--- config.mk ---
export PLATFORM = sky130hd
export DESIGN_NAME = cam_frame_writer_flat
export DESIGN_NICKNAME = d
export VERILOG_FILES = /design/src/rtl/cam_frame_writer_if.sv /design/src/rtl/cam_frame_writer.sv /design/src/flat_wrapper.sv
export SDC_FILE = /design/constraint.sdc
export NUM_CORES = 1
export LEC_CHECK = 0
export ABC_CLOCK_PERIOD_IN_PS = 2400
export CAP_MARGIN = 20
export CORE_MARGIN = 3
export CORE_UTILIZATION = 35
export DETAILED_ROUTE_END_ITERATION = 8
export PLACE_DENSITY = 0.64
export SYNTH_ARGS = -nofsm -noshare
export SYNTH_HDL_FRONTEND = slang
export SYNTH_SLANG_ARGS = --single-unit
--- constraint.sdc ---
create_clock -name clk -period 2.4 [get_ports clk]
set_input_delay 0.24 -clock clk [delete_from_list [all_inputs] [get_ports clk]]
set_output_delay 0.24 -clock clk [all_outputs]
set_load 0.005 [all_outputs]
--- src/rtl/cam_frame_writer_if.sv ---
// Camera byte bus in, frame-buffer BRAM write port out.
// master = the frame writer; slave = camera source / BRAM side.
interface cam_frame_writer_if #(
  parameter int ADDR_W = 17
);
  logic              cam_vsync;
  logic              cam_href;
  logic [7:0]        cam_data;
  logic              wr_en;
  logic [ADDR_W-1:0] wr_addr;
  logic [11:0]       wr_data;

  modport master (
    input  cam_vsync, cam_href, cam_data,
    output wr_en, wr_addr, wr_data
  );

  modport slave (
    output cam_vsync, cam_href, cam_data,
    input  wr_en, wr_addr, wr_data
  );
endinterface

--- src/rtl/cam_frame_writer.sv ---
// RGB444 camera capture into a raster-order frame buffer, optional 2:1 decimation.
// Write strobe 2 pclk after the second pixel byte is on the pins; no backpressure.
module cam_frame_writer #(
  parameter int IN_WIDTH   = 640,
  parameter int IN_HEIGHT  = 480,
  parameter int DECIMATE   = 1,
  parameter int OUT_WIDTH  = IN_WIDTH >> DECIMATE,
  parameter int OUT_HEIGHT = IN_HEIGHT >> DECIMATE,
  parameter int ADDR_W     = 17
) (
  input  logic                 clk,
  input  logic                 rst_n,
  input  logic                 capture_en,
  cam_frame_writer_if.master   bus,
  output logic                 frame_done,
  output logic                 line_err,
  output logic [7:0]           frame_count
);

  localparam int XW        = $clog2(IN_WIDTH + 2);
  localparam int YW        = $clog2(IN_HEIGHT + 2);
  localparam int OUT_TOTAL = OUT_WIDTH * OUT_HEIGHT;

  localparam logic [XW-1:0]     X_END     = XW'(IN_WIDTH);
  localparam logic [XW-1:0]     X_MAX     = XW'(IN_WIDTH + 1);
  localparam logic [YW-1:0]     Y_END     = YW'(IN_HEIGHT);
  localparam logic [YW-1:0]     Y_MAX     = YW'(IN_HEIGHT + 1);
  localparam logic [ADDR_W-1:0] LAST_ADDR = ADDR_W'(OUT_TOTAL - 1);

  typedef enum logic [1:0] {
    IDLE    = 2'd0,
    WAIT_VS = 2'd1,
    ACTIVE  = 2'd2
  } state_t;

  state_t            state_q, state_d;
  logic              s_vsync_q, s_href_q;
  logic [7:0]        s_data_q;
  logic              p_vsync_q, p_href_q;
  logic [XW-1:0]     x_q, x_d;
  logic [YW-1:0]     y_q, y_d;
  logic              phase_q, phase_d;
  logic [3:0]        r_q, r_d;
  logic              wr_en_q, wr_en_d;
  logic [ADDR_W-1:0] wr_addr_q, wr_addr_d;
  logic [11:0]       wr_data_q, wr_data_d;
  logic              full_q, full_d;
  logic              frame_done_q, frame_done_d;
  logic              line_err_q, line_err_d;
  logic [7:0]        frame_count_q, frame_count_d;

  logic vs_fall, vs_rise, href_fall, keep;

  assign vs_fall   = p_vsync_q & ~s_vsync_q;
  assign vs_rise   = ~p_vsync_q & s_vsync_q;
  assign href_fall = p_href_q & ~s_href_q;
  assign keep      = (DECIMATE == 0) || (!x_q[0] && !y_q[0]);

  always_comb begin
    state_d       = state_q;
    x_d           = x_q;
    y_d           = y_q;
    phase_d       = phase_q;
    r_d           = r_q;
    wr_en_d       = 1'b0;
    wr_addr_d     = wr_addr_q;
    wr_data_d     = wr_data_q;
    full_d        = full_q;
    frame_done_d  = 1'b0;
    line_err_d    = line_err_q;
    frame_count_d = frame_count_q;

    // Address advances after each write; the last slot latches full instead.
    if (wr_en_q) begin
      if (wr_addr_q == LAST_ADDR) full_d = 1'b1;
      else                        wr_addr_d = wr_addr_q + 1'b1;
    end

    unique case (state_q)
      IDLE: begin
        if (capture_en) state_d = WAIT_VS;
      end
      WAIT_VS: begin
        if (vs_fall) begin
          state_d    = ACTIVE;
          x_d        = '0;
          y_d        = '0;
          phase_d    = 1'b0;
          wr_addr_d  = '0;
          full_d     = 1'b0;
          line_err_d = 1'b0;
        end
      end
      ACTIVE: begin
        if (vs_rise) begin
          frame_done_d  = 1'b1;
          frame_count_d = frame_count_q + 8'd1;
          if (y_q != Y_END) line_err_d = 1'b1;
          state_d = capture_en ? WAIT_VS : IDLE;
        end else if (s_href_q) begin
          phase_d = ~phase_q;
          if (!phase_q) begin
            r_d = s_data_q[3:0];
          end else begin
            if (x_q != X_MAX) x_d = x_q + 1'b1;
            if (x_q >= X_END) begin
              line_err_d = 1'b1;
            end else if (keep) begin
              if (full_q) begin
                line_err_d = 1'b1;
              end else begin
                wr_en_d   = 1'b1;
                wr_data_d = {r_q, s_data_q};
              end
            end
          end
        end else if (href_fall) begin
          if ((x_q != X_END) || phase_q) line_err_d = 1'b1;
          if (y_q != Y_MAX) y_d = y_q + 1'b1;
          x_d     = '0;
          phase_d = 1'b0;
        end
      end
      default: state_d = IDLE;
    endcase
  end

  always_ff @(posedge clk or negedge rst_n) begin
    if (!rst_n) begin
      state_q       <= IDLE;
      s_vsync_q     <= 1'b0;
      s_href_q      <= 1'b0;
      s_data_q      <= '0;
      p_vsync_q     <= 1'b0;
      p_href_q      <= 1'b0;
      x_q           <= '0;
      y_q           <= '0;
      phase_q       <= 1'b0;
      r_q           <= '0;
      wr_en_q       <= 1'b0;
      wr_addr_q     <= '0;
      wr_data_q     <= '0;
      full_q        <= 1'b0;
      frame_done_q  <= 1'b0;
      line_err_q    <= 1'b0;
      frame_count_q <= '0;
    end else begin
      state_q       <= state_d;
      s_vsync_q     <= bus.cam_vsync;
      s_href_q      <= bus.cam_href;
      s_data_q      <= bus.cam_data;
      p_vsync_q     <= s_vsync_q;
      p_href_q      <= s_href_q;
      x_q           <= x_d;
      y_q           <= y_d;
      phase_q       <= phase_d;
      r_q           <= r_d;
      wr_en_q       <= wr_en_d;
      wr_addr_q     <= wr_addr_d;
      wr_data_q     <= wr_data_d;
      full_q        <= full_d;
      frame_done_q  <= frame_done_d;
      line_err_q    <= line_err_d;
      frame_count_q <= frame_count_d;
    end
  end

  assign bus.wr_en    = wr_en_q;
  assign bus.wr_addr  = wr_addr_q;
  assign bus.wr_data  = wr_data_q;
  assign frame_done   = frame_done_q;
  assign line_err     = line_err_q;
  assign frame_count  = frame_count_q;

endmodule

--- src/flat_wrapper.sv ---
// flat-port wrapper written by rule: the top's interface ports become plain ports
module cam_frame_writer_flat 
#(
  parameter int IN_WIDTH   = 640,
  parameter int IN_HEIGHT  = 480,
  parameter int DECIMATE   = 1,
  parameter int OUT_WIDTH  = IN_WIDTH >> DECIMATE,
  parameter int OUT_HEIGHT = IN_HEIGHT >> DECIMATE,
  parameter int ADDR_W     = 17
)
  (clk, rst_n, capture_en, frame_done, line_err, frame_count, bus_cam_vsync, bus_cam_href, bus_cam_data, bus_wr_en, bus_wr_addr, bus_wr_data);
  cam_frame_writer_if #(.ADDR_W(ADDR_W)) bus_i ();
  input  logic clk;
  input  logic rst_n;
  input  logic capture_en;
  output logic frame_done;
  output logic line_err;
  output logic [7:0] frame_count;
  input wire logic [$bits(bus_i.cam_vsync)-1:0] bus_cam_vsync;
  input wire logic [$bits(bus_i.cam_href)-1:0] bus_cam_href;
  input wire logic [$bits(bus_i.cam_data)-1:0] bus_cam_data;
  output wire logic [$bits(bus_i.wr_en)-1:0] bus_wr_en;
  output wire logic [$bits(bus_i.wr_addr)-1:0] bus_wr_addr;
  output wire logic [$bits(bus_i.wr_data)-1:0] bus_wr_data;
  assign bus_i.cam_vsync = bus_cam_vsync;
  assign bus_i.cam_href = bus_cam_href;
  assign bus_i.cam_data = bus_cam_data;
  assign bus_wr_en = bus_i.wr_en;
  assign bus_wr_addr = bus_i.wr_addr;
  assign bus_wr_data = bus_i.wr_data;
  cam_frame_writer #(.IN_WIDTH(IN_WIDTH), .IN_HEIGHT(IN_HEIGHT), .DECIMATE(DECIMATE), .OUT_WIDTH(OUT_WIDTH), .OUT_HEIGHT(OUT_HEIGHT), .ADDR_W(ADDR_W)) u_core (.clk(clk), .rst_n(rst_n), .capture_en(capture_en), .bus(bus_i), .frame_done(frame_done), .line_err(line_err), .frame_count(frame_count));
endmodule
======== Word-level counts from Yosys, hierarchy flattened ========
Cells that the tools add are included.
word-level totals
  register bits ........................... 79
  latch bits .............................. 0
  RAM bits ................................ 0
  ROM bits ................................ 0
  bits of input ports ..................... 13
  output and inout bits ................... 40
  logic and storage cells ................. 119
  memories kept ........................... 0
operators by class
  add/sub/neg operators ................... 4
  $mul .................................... 0
  div/mod/pow operators ................... 0
  $lt $le $gt $ge ......................... 1
  equality and inequality tests ........... 23
  shifts and indexed selects .............. 0
  mux-type cells .......................... 50
  bitwise operators ....................... 10
  reductions and logical operators ........ 14
operators with widths
  kind                                                              number
  17-bit 2-to-1 mux                                                 4
  10-bit 2-to-1 mux                                                 6
  9-bit 2-to-1 mux                                                  5
  1-bit 2-to-1 mux                                                  27
  10-bit != test (second input constant)                            2
  10-bit case mux with 2 select lines                               1
  9-bit != test (second input constant)                             2
  9-bit case mux with 2 select lines                                1
  17-bit by 1-bit adder with 17-bit output (second input constant)  1
  17-bit == test (second input constant)                            1
  6-bit AND reduction                                               2
  10-bit by 1-bit adder with 10-bit output (second input constant)  1
  10-bit greater-or-equal comparator (second input constant)        1
  5-bit != test (second input constant)                             2
  9-bit by 1-bit adder with 9-bit output (second input constant)    1
  3-bit != test (second input constant)                             3
  8-bit by 1-bit adder with 8-bit output (second input constant)    1
  2-bit by 1-bit != test with 1-bit output (second input constant)  4
  4-bit by 1-bit != test with 1-bit output (second input constant)  2
  4-bit AND reduction                                               2
  8-bit AND reduction                                               1
  1-bit NOT                                                         7
  7-bit AND reduction                                               1
  2-bit 2-to-1 mux                                                  3
  other kinds (15)                                                  21

======== Depth between registers and ports, before layout ========
  word-level depth ........................ 8
  mapped depth ............................ 7
  gate-level depth less buffers ........... 6

======== Least setup slack after synthesis ========
No wires, ideal clock.
  path type ............................... register to register
  start point ............................. register u_core.wr_addr_q[0] (netlist: u_core.bus.wr_addr[0])
  end point ............................... register u_core.wr_addr_q[1] (netlist: u_core.bus.wr_addr[1])
  library setup time ...................... 0.132 ns
  arrival time ............................ 1.687 ns
  data required time ...................... 2.268 ns
  slack ................................... 0.581 ns
  cell stages (with the launch flop) ...... 8
  buffers on the path ..................... 1
  clock period less this slack ............ 1.819 ns
  cells stage by stage .................... dfrtp_1 ha_1 nand3_1 or4_1 buf_6 o21ai_2 mux2i_1 nor2_1
on the way
  longest elaborated chain between the ends .. 5
  elaborated cells on any way between the ends .. 6
  those cells by class .................... add/sub (1); eq/ne (1); mux (4)
ends and longest elaborated chain
  what                                                                               line                                            RTL
  start: declaration                                                                 cam_frame_writer.sv:45                          logic [ADDR_W-1:0] wr_addr_q, wr_addr_d;
  start signal: assignment                                                           cam_frame_writer.sv:159                         wr_addr_q <= wr_addr_d;
  17-bit by 1-bit adder with 17-bit output / 17-bit == test (equally long branches)  cam_frame_writer.sv:76, cam_frame_writer.sv:75
  17-bit 2-to-1 mux (*)                                                              cam_frame_writer.sv:75                          if (wr_addr_q == LAST_ADDR) full_d = 1'b1;
  17-bit 2-to-1 mux (*)                                                              cam_frame_writer.sv:74                          if (wr_en_q) begin
  17-bit 2-to-1 mux                                                                  cam_frame_writer.sv:84                          if (vs_fall) begin
  17-bit 2-to-1 mux (*)                                                              cam_frame_writer.sv:79                          unique case (state_q)
  net u_core.wr_addr_d[1]                                                            cam_frame_writer.sv:45
The timed path passes the listed nets; every way through them passes the cells marked *.
A chain may end at the register's enable or synchronous reset.

======== Final worst setup path ========
Same ends and word-level chain as after synthesis.

==> reports/qor.yml <==
die_area_um2: 11700
ff2ff_path_depth: 6
die_y_um: 108
fp.dieW_um: 108
numCtsBuffers: 9
regArea_um2: 1980
utilization_pct: 45.6
slew-limit-headroom_pct: 54.3
syn_nets: 332
worstSkewPairLatency_ns: 0.36
r2r_start: "u_core.bus.wr_addr[0]$_DFF_PN0_"
max_freq_ghz: 0.505
place_congestion: 0.854
cp_slowest_cell: "or4_1"
path_class: "reg2reg"
areaGrowthSynthToFinish_pct: 24.5
cts_sinks: 79
syn_area_um2: 3640
n_antenna_cell: 0
vias: 2584
cts_buffer_depth: 2
timing_hold_violations_final: 0
grt_pass1_wl_um: 12300
nets: 395
hold_slack_ns: 0.307
cp-end-kind: "flip-flop"
crit_buf_inv: 0
antenna_found_initial: 0
grt_max_degree: 46
skew_ns: 0.0125
synthTopCellsByArea: "dfrtp_1 (54%), xor2_1 (4.6%), nor2_1 (3.2%), xnor2_1 (2.9%), mux2_1 (2.8%)"
initial_core_util_pct: 36.6
setup_tns_ns: 0
wirelength_um: 7220
cts_tree: "done"
worst-path-max-fanout: 8
io_pins: 53
synth_commonest_cells: "dfrtp_1 (79), nor2_1 (31), xor2_1 (19)"
worstHoldStart: "bus_cam_data[6]"
drive_above_1_share_pct: 12.7
dp_hpwl_um: 5170
p_clk_share_pct: 28.7
power.net_switching_mw: 1.03
fillers: 944
multi_input_comb_area_um2: 1590
grt_pass1_vias: 2583
synth_top_area_cell: "dfrtp_1"
slew_viol_final: 0
drt_pre_antenna_iters: 4
pwr-share-comb_pct: 21.8
rsz0062_at_grt: "false"
synth_edf_count: 0
ant_nets: 0
coreArea_um2: 9950
grt.total_usage_pct: 13.3
powerDensity_nw_per_um2: 748
numPortBuffers: 52
cp.required_ns: 2.64
wl_per_cell_um: 14.1
drt_iter0_markers: 84
drc: 0
holdPathStages: 1
synthArstFlopShare_pct: 100
crit_arrival_ns: 2.22
avgSynthCellArea_um2: 11.7
synth_top_area_share_pct: 54.3
cp-start-kind: "flip-flop"
syn_inst: 311
p_seq_share_pct: 49.5
power_mw: 3.39
htree_levels: 3
power.leakage_nw: 2.01
clkTransAtPathRegs_ns: 0.10
p_int_mw: 2.37
critPathMaxStageDelay_ns: 0.69
via_per_inst: 5.05
peakVddDrop_uv: 408
rrSetupSlack_ns: 0.42
period_minus_slack_ns: 1.98
yosys_warnings: 0
path_cells: "ha_1 -> nand3_1 -> or4_1 -> o21ai_2 -> mux2i_1 -> nor2_1"
whs_endpoint: "u_core.s_data_q[6]$_DFF_PN0_"
switching_share_pct: 30.3
synth_ff_type: "dfrtp_1"
cp_top_family: "simple AND/OR/NAND/NOR gates"
status: "completed"
yosysSeqAreaShare_pct: 54.3
globalRoute.totalOverflow: 0
worst_pin_slew_ns: 0.680
std_cell_rows: 36
cts_root_buffer: "clkbuf_8"
cts_resized: 0
maxCapViolations: 0
yosysMostFrequentCell: "dfrtp_1"
period_share_pct: 82.4
hold_path_class: "in2reg"
timing.rr.end: "u_core.bus.wr_addr[1]$_DFF_PN0_"
ys_types: 56
setup_violations: 0
synth_seq_cells: 79
post-cts-setup-buffer-count: 0
worst max-delay path by stage:
stage                                    startpoint                              end  slack, ns  cells past startpoint
floorplan           u_core.bus.wr_addr[0]$_DFF_PN0_  u_core.bus.wr_addr[1]$_DFF_PN0_       0.58                      7
global placement    u_core.bus.wr_addr[0]$_DFF_PN0_  u_core.bus.wr_addr[1]$_DFF_PN0_       0.48                      6
detailed placement  u_core.bus.wr_addr[0]$_DFF_PN0_  u_core.bus.wr_addr[1]$_DFF_PN0_       0.43                      6
CTS                 u_core.bus.wr_addr[0]$_DFF_PN0_  u_core.bus.wr_addr[1]$_DFF_PN0_       0.41                      6
global route        u_core.bus.wr_addr[0]$_DFF_PN0_  u_core.bus.wr_addr[1]$_DFF_PN0_       0.24                      6
finish              u_core.bus.wr_addr[0]$_DFF_PN0_  u_core.bus.wr_addr[1]$_DFF_PN0_       0.42                      6
layout make-up:
| class | instances | share of cell area, % |
|---|---|---|
| timing repair buffer | 60 | 12.8 |
| multi-input combinational | 216 | 35.0 |
| clock inverter | 7 | 1.55 |
| sequential | 79 | 43.6 |
| tap | 133 | 3.67 |
| clock buffer | 9 | 2.73 |
| inverter | 8 | 0.662 |
registers in the layout, indices dropped and copies added (netlist names), 2 cells and up:
register	flops
u_core.bus.wr_addr	17
u_core.bus.wr_data	12
u_core.x_q	10
u_core.y_q	9
u_core.frame_count	8
u_core.s_data_q	8
u_core.r_q	4
u_core.state_q	2
per-stage QoR:
stage	std cells	instance area, µm²	worst slack, ns
global route	512	4530	0.235
CTS	512	4530	0.408
detailed placement	495	4330	0.427
finish	512	4530	0.422
floorplan	311	3640	0.581
global placement	495	4330	0.481
what timing repair did:
item,4_1_cts,5_1_grt
endpoints found under the hold margin,42,0
endpoints found under the setup margin,0,0
hold buffers,1,0
cell families (layout without fill, tap and decap cells):
group	Yosys count	in the layout	synth area share (%)
and+or+nand+nor	115	115	18.0
DFF	79	79	54.3
AOI/OAI and AO/OA	43	43	9.55
xor gates and xnor gates	31	31	7.46
muxes	19	19	5.81
buffers and inverters	16	84	2.13
adders and majority gates	8	8	2.75
power by group through the flow:
| stage | clock network (mW) | registers (mW) | logic, mW |
|---|---|---|---|
| after floorplan | 0 | 1.69 | 0.367 |
| after CTS | 1.01 | 1.68 | 0.754 |
| final | 0.975 | 1.68 | 0.740 |
| after global placement | 0 | 1.70 | 0.733 |
| after detailed placement | 0 | 1.71 | 0.749 |
| after global routing | 1.07 | 1.71 | 0.825 |
routing by layer:
layer | vias up | GRT usage [%] | wire length [µm]
met4 | 0 | 2.89 | 62
met3 | 7 | 4.42 | 321
li1 | 1242 | - | -
met2 | 49 | 21.6 | 3470
met1 | 1286 | 17.4 | 3360
met5 | - | 0 | 0
placed cells by master, fill, tap and decap left out, types with 2 or more instances in the layout:
master,count
dfrtp_1,79
nand4_1,11
a21oi_1,7
ha_1,8
o21ai_0,9
xor2_1,19
xnor2_1,12
nand2b_1,4
o21ai_2,2
and3_1,9
nand4bb_1,2
o41ai_1,2
nor4b_1,2
mux2i_1,2
nand2_1,12
nor3_1,2
inv_8,4
a211oi_1,3
or3_1,6
clkdlybuf4s50_1,51
inv_1,8
buf_4,8
and4_1,4
and2_1,4
a21o_1,2
nand3_1,13
mux2_1,9
nor3_2,3
o211ai_1,4
nor2_1,31
mux2_2,8
inv_6,2
o2111ai_1,2
nor2b_1,2
nand2_2,2
clkbuf_8,9
Note: power is estimated with default switching activity, not from simulation.
